===== src/rtl/frame_scheduler.sv =====
// Per-frame sequencer: frame strobe -> painter start/done -> optional game tick -> runner ack.
// Tracks dropped (overrun) frames and aborts a hung painter via a watchdog; all outputs registered.
`timescale 1ns/1ps
module frame_scheduler #(
  parameter int SLOW_DIV    = 2,
  parameter int WDOG_CYCLES = 1000000,
  parameter int OVR_W       = 8
) (
  input  logic             clk,
  input  logic             rst,
  input  logic             frame_start,
  input  logic             slow,
  input  logic             jump_in,
  input  logic             duck_in,
  output logic             paint_start,
  input  logic             paint_done,
  output logic             tick,
  output logic             tick_jump,
  output logic             tick_duck,
  input  logic             tick_ack,
  output logic             busy,
  output logic [OVR_W-1:0] overrun_cnt,
  output logic             timeout_err,
  output logic [15:0]      frame_cnt
);

  localparam int DIV_W  = $clog2(SLOW_DIV);
  localparam int WDOG_W = $clog2(WDOG_CYCLES + 1);
  localparam logic [DIV_W-1:0]  DIV_LAST  = DIV_W'(SLOW_DIV - 1);
  localparam logic [WDOG_W-1:0] WDOG_LAST = WDOG_W'(WDOG_CYCLES - 1);

  typedef enum logic [1:0] {IDLE, PAINT, TICK, WAIT_ACK} state_t;

  state_t              state;
  logic                jump_pend;
  logic                duck_pend;
  logic [DIV_W-1:0]    div_cnt;
  logic [WDOG_W-1:0]   wdog;

  always_ff @(posedge clk or posedge rst) begin
    if (rst) begin
      state       <= IDLE;
      paint_start <= 1'b0;
      tick        <= 1'b0;
      tick_jump   <= 1'b0;
      tick_duck   <= 1'b0;
      busy        <= 1'b0;
      overrun_cnt <= '0;
      timeout_err <= 1'b0;
      frame_cnt   <= '0;
      jump_pend   <= 1'b0;
      duck_pend   <= 1'b0;
      div_cnt     <= '0;
      wdog        <= '0;
    end else begin
      paint_start <= 1'b0;
      tick        <= 1'b0;
      if (jump_in) jump_pend <= 1'b1;
      if (duck_in) duck_pend <= 1'b1;
      if (!slow) div_cnt <= '0;

      // Any strobe outside IDLE is a dropped frame, including the cycle we leave WAIT_ACK.
      if (frame_start && state != IDLE && overrun_cnt != {OVR_W{1'b1}})
        overrun_cnt <= overrun_cnt + OVR_W'(1);

      case (state)
        IDLE: begin
          wdog <= '0;
          if (frame_start) begin
            state       <= PAINT;
            busy        <= 1'b1;
            paint_start <= 1'b1;
          end
        end
        PAINT: begin
          wdog <= wdog + WDOG_W'(1);
          // wdog==0 marks the first PAINT cycle, where paint_done is still the previous frame's level.
          if (wdog != '0 && paint_done) begin
            if (slow && div_cnt != DIV_LAST) begin
              div_cnt <= div_cnt + DIV_W'(1);
              state   <= IDLE;
              busy    <= 1'b0;
            end else begin
              if (slow) div_cnt <= '0;
              state     <= TICK;
              tick      <= 1'b1;
              tick_jump <= jump_pend;
              tick_duck <= duck_pend;
              jump_pend <= jump_in;
              duck_pend <= duck_in;
            end
          end else if (wdog == WDOG_LAST) begin
            timeout_err <= 1'b1;
            state       <= IDLE;
            busy        <= 1'b0;
          end
        end
        TICK: begin
          state <= WAIT_ACK;
        end
        WAIT_ACK: begin
          if (tick_ack) begin
            frame_cnt <= frame_cnt + 16'd1;
            state     <= IDLE;
            busy      <= 1'b0;
          end
        end
        default: begin
          state <= IDLE;
          busy  <= 1'b0;
        end
      endcase
    end
  end

endmodule

===== config.mk =====
export PLATFORM = sky130hd
export DESIGN_NAME = frame_scheduler
export DESIGN_NICKNAME = d
export VERILOG_FILES = /design/src/rtl/frame_scheduler.sv
export SDC_FILE = /design/constraint.sdc
export NUM_CORES = 1
export LEC_CHECK = 0
export ABC_AREA = 1
export CAP_MARGIN = 20
export CORE_MARGIN = 5
export CORE_UTILIZATION = 35
export CTS_BUF_LIST = sky130_fd_sc_hd__clkbuf_8 sky130_fd_sc_hd__clkbuf_16
export DETAILED_ROUTE_END_ITERATION = 6
export GPL_TIMING_DRIVEN = 0
export PLACE_DENSITY = 0.67
export SLEW_MARGIN = 10
export SYNTH_ARGS = -nofsm -noshare
export SYNTH_HDL_FRONTEND = slang
export SYNTH_SLANG_ARGS = --single-unit

===== constraint.sdc =====
create_clock -name clk -period 1.65 [get_ports clk]
set_input_delay 0.165 -clock clk [delete_from_list [all_inputs] [get_ports clk]]
set_output_delay 0.165 -clock clk [all_outputs]
set_load 0.1 [all_outputs]

# ---- Word level (Yosys, flattened, before mapping)
# Cells that the tools add are included.
# Widths: inputs -> output; s select.
dict set report word_totals {
  wordCells 74
  register_bits 55
}
dict set report op_classes {
  n_reduce_logical 14
  n_bitwise 3
  eq_ne 9
  add_sub_neg 4
  n_mux 31
}
# operator n
set ops {}
lappend ops {{$pmux 20 s2} 1}
lappend ops {{$mux 1} 23}
lappend ops {{$add 20x1->20 const B} 1}
lappend ops {{$eq 20x20->1 const B} 1}
lappend ops {{$reduce_bool 20->1} 1}
lappend ops {{$add 16x1->16 const B} 1}
lappend ops {{$mux 2} 5}
lappend ops {{$reduce_and 3->1} 3}
lappend ops {{$add 8x1->8 const B} 1}
lappend ops {{$ne 8x8->1 const B} 1}
lappend ops {{$pmux 2 s4} 1}
lappend ops {{$ne 3x3->1 const B} 2}
lappend ops {{$reduce_and 5->1} 1}
lappend ops {{$eq 2x2->1 const B} 2}
lappend ops {{$logic_and 1x1->1} 4}
lappend ops {{$ne 2x2->1 const B} 2}
lappend ops {{$reduce_bool 2->1} 2}
lappend ops {{$not 1->1} 3}
lappend ops {{$pmux 1 s3} 1}
lappend ops {{$reduce_bool 3->1} 1}
lappend ops {{$eq 2x1->1 const B} 1}
lappend ops {{$logic_not 2->1} 1}
lappend ops {{$reduce_and 2->1} 1}
lappend ops {{$add 1x1->1 const B} 1}

# ---- Depth between registers and ports, before layout
dict set report depth {
  depth_word 5
  depth_mapped 10
  mapped_depth_nobuf 10
}

# ---- Worst setup path before layout
# OpenSTA, ideal clock, no wires.
dict set report synth_path {
  path_type {reg2reg}
  startpoint {register frame_cnt[0]}
  endpoint {register frame_cnt[14]}
  slack_ps -725
  n_path_buf 0
  stages_incl_launch_ff 10
  setup_ps 158
  t_required_ps 1492
  synth_period_minus_slack_ps 2375
  arrival_ps 2217
  path_cell_list {dfrtp_1 ha_1 nand3_1 nor2_4 nand2_1 nor2_1 nand2_1 nor2_2 nand3_1 xnor2_1}
}
dict set report synth_between {
  elab_chain_len 1
}
# element line
set synth_lines {}
lappend synth_lines {{start, declared} 24} ;# output logic [15:0] frame_cnt
lappend synth_lines {{start signal, assigned} 103} ;# frame_cnt <= frame_cnt + 16'd1;
lappend synth_lines {{$add 16x1->16} 103}
# Every way passes these cells.
# A chain may end at the register's enable or synchronous reset.

==> impl_results.rst <==
.. list-table::
   :header-rows: 1

   * - Metric
     - Value
   * - Result of the run
     - completed
   * - Initial cell density of the core
     - 0.356
   * - Yosys reg bits
     - 55
   * - Total congestion overflow after global routing
     - 0
   * - Most numerous cell types in the synthesized netlist
     - nand2_1 (70), dfrtp_1 (55), inv_1 (41), nor2_1 (31), nand3_1 (21)
   * - First-pass detailed-route iteration total
     - 4
   * - Final setup viols
     - 0
   * - Number of distinct standard cells referenced by the synthesized netlist
     - 30
   * - Clock Pin Slew Worst Setup and Hold Paths
     - 0.10 ns
   * - Switching part of the total
     - 0.521
   * - Largest register by flop count
     - wdog
   * - Max-slew headroom at the worst pin
     - 0.614
   * - Number of H-tree levels
     - 2
   * - Sort of element at the end of the critical path
     - register
   * - WL per Instance
     - 13.1 um
   * - Final clock period utilization by the worst path
     - 0.947
   * - Kind of cell with the highest combined delay on the critical path
     - simple AND/OR/NAND/NOR gates
   * - Combined area of all synthesized cells
     - 0.00274 mm2
   * - Clock latency on the worst-skew pair
     - 0.31 ns
   * - Clock buffer count from CTS
     - 5
   * - Clock share of power
     - 0.132
   * - Cell with the most instances after synthesis
     - nand2_1
   * - Total inserted antenna cells
     - 0
   * - IO Pins
     - 38
   * - Cell area after placement
     - 0.00334 mm2
   * - Total power density per cell area
     - 1490 mW/mm2
   * - Shortest clock period the worst path allows after layout
     - 1.56 ns
   * - Maximum number of buffers from clock root to sink
     - 2
   * - Area growth from synthesis to layout
     - 35.3%
   * - Largest registers
     - wdog x20, frame_cnt x16, overrun_cnt x8
   * - Max capacitance violation total
     - 0
   * - Met3 wire length
     - 231 um
   * - Worst Clk Skew
     - 0.00502 ns
   * - CP max stage delay
     - 0.49 ns
   * - Pin slew with the least headroom to its limit
     - 0.578 ns
   * - Total Power Consumption
     - 5530 uW
   * - Main synth FF type
     - dfrtp_1
   * - Final HPWL DP
     - 4570 um
   * - Number of cells in the finished layout apart from fillers
     - 482
   * - Worst hold-check path type
     - input pin to async pin
   * - Highest ir drop seen on vdd
     - 1.46 mV
   * - FMAX
     - 640 MHz
   * - Worst-path maximum fanout
     - 10
   * - Top-area cell type share of the netlist area
     - 0.502
   * - Core Footprint
     - 0.00769 mm2
   * - Summed negative setup slack over all endpoints
     - 0 ns
   * - Post-synthesis async set-or-reset flop share
     - 1.00
   * - Most Frequent Cell on Critical Path
     - nor3_2
   * - Iteration-0 DRC Markers
     - 119
   * - Die boundary width
     - 98.5 um
   * - Number of nets in the layout
     - 391
   * - IO Port Bufs
     - 37
   * - Synth Warn #
     - 0
   * - Final instance area
     - 0.00371 mm2
   * - Internal cell power
     - 2650 uW
   * - GR Util All Layers
     - 0.133
   * - Maximum number of pins on one net before global-route repair
     - 31
   * - Die outline height
     - 98.5 um
   * - Number of antenna violations at the first check in global routing
     - 0
   * - Cell types occupying the most area after synthesis
     - dfrtp_1 (50%), nand2_1 (9.6%), inv_1 (5.6%)
   * - Count of flip-flops with a built-in enable after synthesis
     - 0
   * - Max-slew violation count
     - 0
   * - RSZ-0062 raised after global routing
     - yes
   * - Top layer used by detailed routing
     - met4
   * - Flip-flop count of the largest register, all copies and words added
     - 20
   * - Global-route wire length before repair
     - 10600 um
   * - Total via count after detailed routing
     - 2360
   * - Routed length on met2
     - 3070 um
   * - Worst-path cell with the longest stage delay
     - dfrtp_2
   * - Area taken by multi-input logic gates
     - 0.00140 mm2
   * - Critical Path, Cell by Cell
     - buf_6 -> nor3_2 -> nand4_1 -> nor3_2 -> and2_1 -> nor2_1
   * - Part of the total power dissipated in sequential elements
     - 0.359
   * - Final estimated routing congestion in global placement
     - 0.836
   * - Category of the critical setup timing path
     - register to register
   * - Post-route DRC
     - 0
   * - Number of global-route vias before repair
     - 2334
   * - Number of standard cells after synthesis
     - 322
   * - Final-layout worst hold slack
     - 0.226 ns
   * - Routed vias/inst
     - 4.90
   * - Standby leakage power
     - 0.00161 uW
   * - Startpoint type of the worst setup path
     - register
   * - Clock tree from TritonCTS
     - built
   * - Final hold violations
     - 0
   * - Sinks on the clock net
     - 55
   * - Floorplan die area
     - 0.00970 mm2
   * - Fraction of power consumed by combinational cells
     - 0.509
   * - Number of core rows
     - 32
   * - Seq. cell area
     - 0.00141 mm2
   * - Quantity of hold-fixing buffers added after cts
     - 0
   * - Sw power
     - 2880 uW
   * - Worst endpoint data arrival time
     - 1.77 ns
   * - Share of post-route cells with drive strength above 1
     - 0.308
   * - Required time at the endpoint of the critical path
     - 1.86 ns
   * - Clock tree root driver cell
     - clkbuf_8
   * - Cell Count Post-Placement
     - 462
   * - Seq/Total Area, Yosys
     - 0.502
   * - Final routed wirelength across all metal layers
     - 6310 um
   * - Fill cell count
     - 759
   * - Cell accounting for the most synthesized area
     - dfrtp_1
   * - Count of antenna-violating nets left after detailed routing
     - 0
   * - Post-Syn Nets
     - 334
   * - Wire length the detailed router placed on met1
     - 2910 um
   * - Reg2reg setup slack
     - 0.09 ns
   * - Crit path buf inv count
     - 1
   * - Average cell area after synthesis
     - 8.51 um2
==> worst reg2reg max path: cells and delay by family (launching register included) <==
family | cells | cell delay (ns)
flip-flops | 1 | 0.49
AND/OR/NAND/NOR | 5 | 0.79
buffers and inverters | 1 | 0.18
==> cells in the final DEF (no fill, tap or decap), types with 6 or more instances in the layout <==
cell,synthesis,layout
nand2_1,70,66
inv_1,41,39
dfrtp_1,55,32
clkdlybuf4s15_2,0,29
nor2_1,31,23
dfrtp_2,0,23
nand3_1,21,13
buf_4,0,13
nor3_1,20,12
xor2_1,11,11
xnor2_1,11,11
o21ai_0,13,11
a21oi_1,11,11
nand4_1,10,10
nor2_2,2,7
clkdlybuf4s50_1,0,7
nand3_2,0,6
==> stage by stage <==
stage / setup slack (ns) / utilization
after detailed placement: -0.277 / 0.435
after CTS: -0.00893 / 0.457
final: 0.0869 / 0.482
after floorplan: -0.290 / -
after global routing: -0.0395 / 0.482
after global placement: -1.12 / 0.432
==> power by group through the flow <==
stage               sequential, uW  combinational (uW)  clock, uW
finish                        1980                2820        730
global placement              1960                2690          0
detailed placement            1960                2740          0
global route                  2030                2970        811
CTS                           1950                2710        760
floorplan                     3250                 771          0
==> cell type report <==
class,instances,area share
clock buffer,5,0.0186
tap,102,0.0344
inverter,42,0.0425
multi-input combinational,223,0.378
sequential,55,0.379
timing repair buffer,51,0.140
clock inverter,3,0.00439
buffer,1,0.00304
==> final timing paths <==
kind / end / start / cells past startpoint
max in group asynchronous: wdog[0] / rst / 3
setup reg to reg: wdog[18] / register / 6
hold / removal: frame_cnt[11] / rst / 2
hold reg to reg: frame_cnt[15] / frame_cnt[15] / 1
setup / recovery: wdog[18] / register / 6
min in group clk: duck_pend / duck_in / 2
==> timing repair <==
item | 4_1_cts | 5_1_grt
endpoints found under the setup margin | 44 | 19
setup buffers | 3 | 10
gates resized for setup | 97 | 35
pin swaps | 2 | 9
==> cells by family (layout without fill, tap and decap cells) <==
family | count (synthesis) | in the layout | synth area share
XOR/XNOR | 22 | 22 | 0.0703
flip-flops | 55 | 55 | 0.502
adder cells (fa/ha/maj) | 4 | 4 | 0.0183
AND/OR/NAND/NOR | 160 | 160 | 0.268
AO/OA/AOI/OAI | 36 | 36 | 0.0767
multiplexers | 1 | 1 | 0.00411
buffers and inverters | 44 | 102 | 0.0607
==> per-layer routing <==
metal  vias up  global-route usage
met4         0              0.0441
met3         7              0.0276
met2        41               0.218
li1       1165                   -
met5         -                   0
met1      1147               0.176
Note: power is estimated with default switching activity, not from simulation.
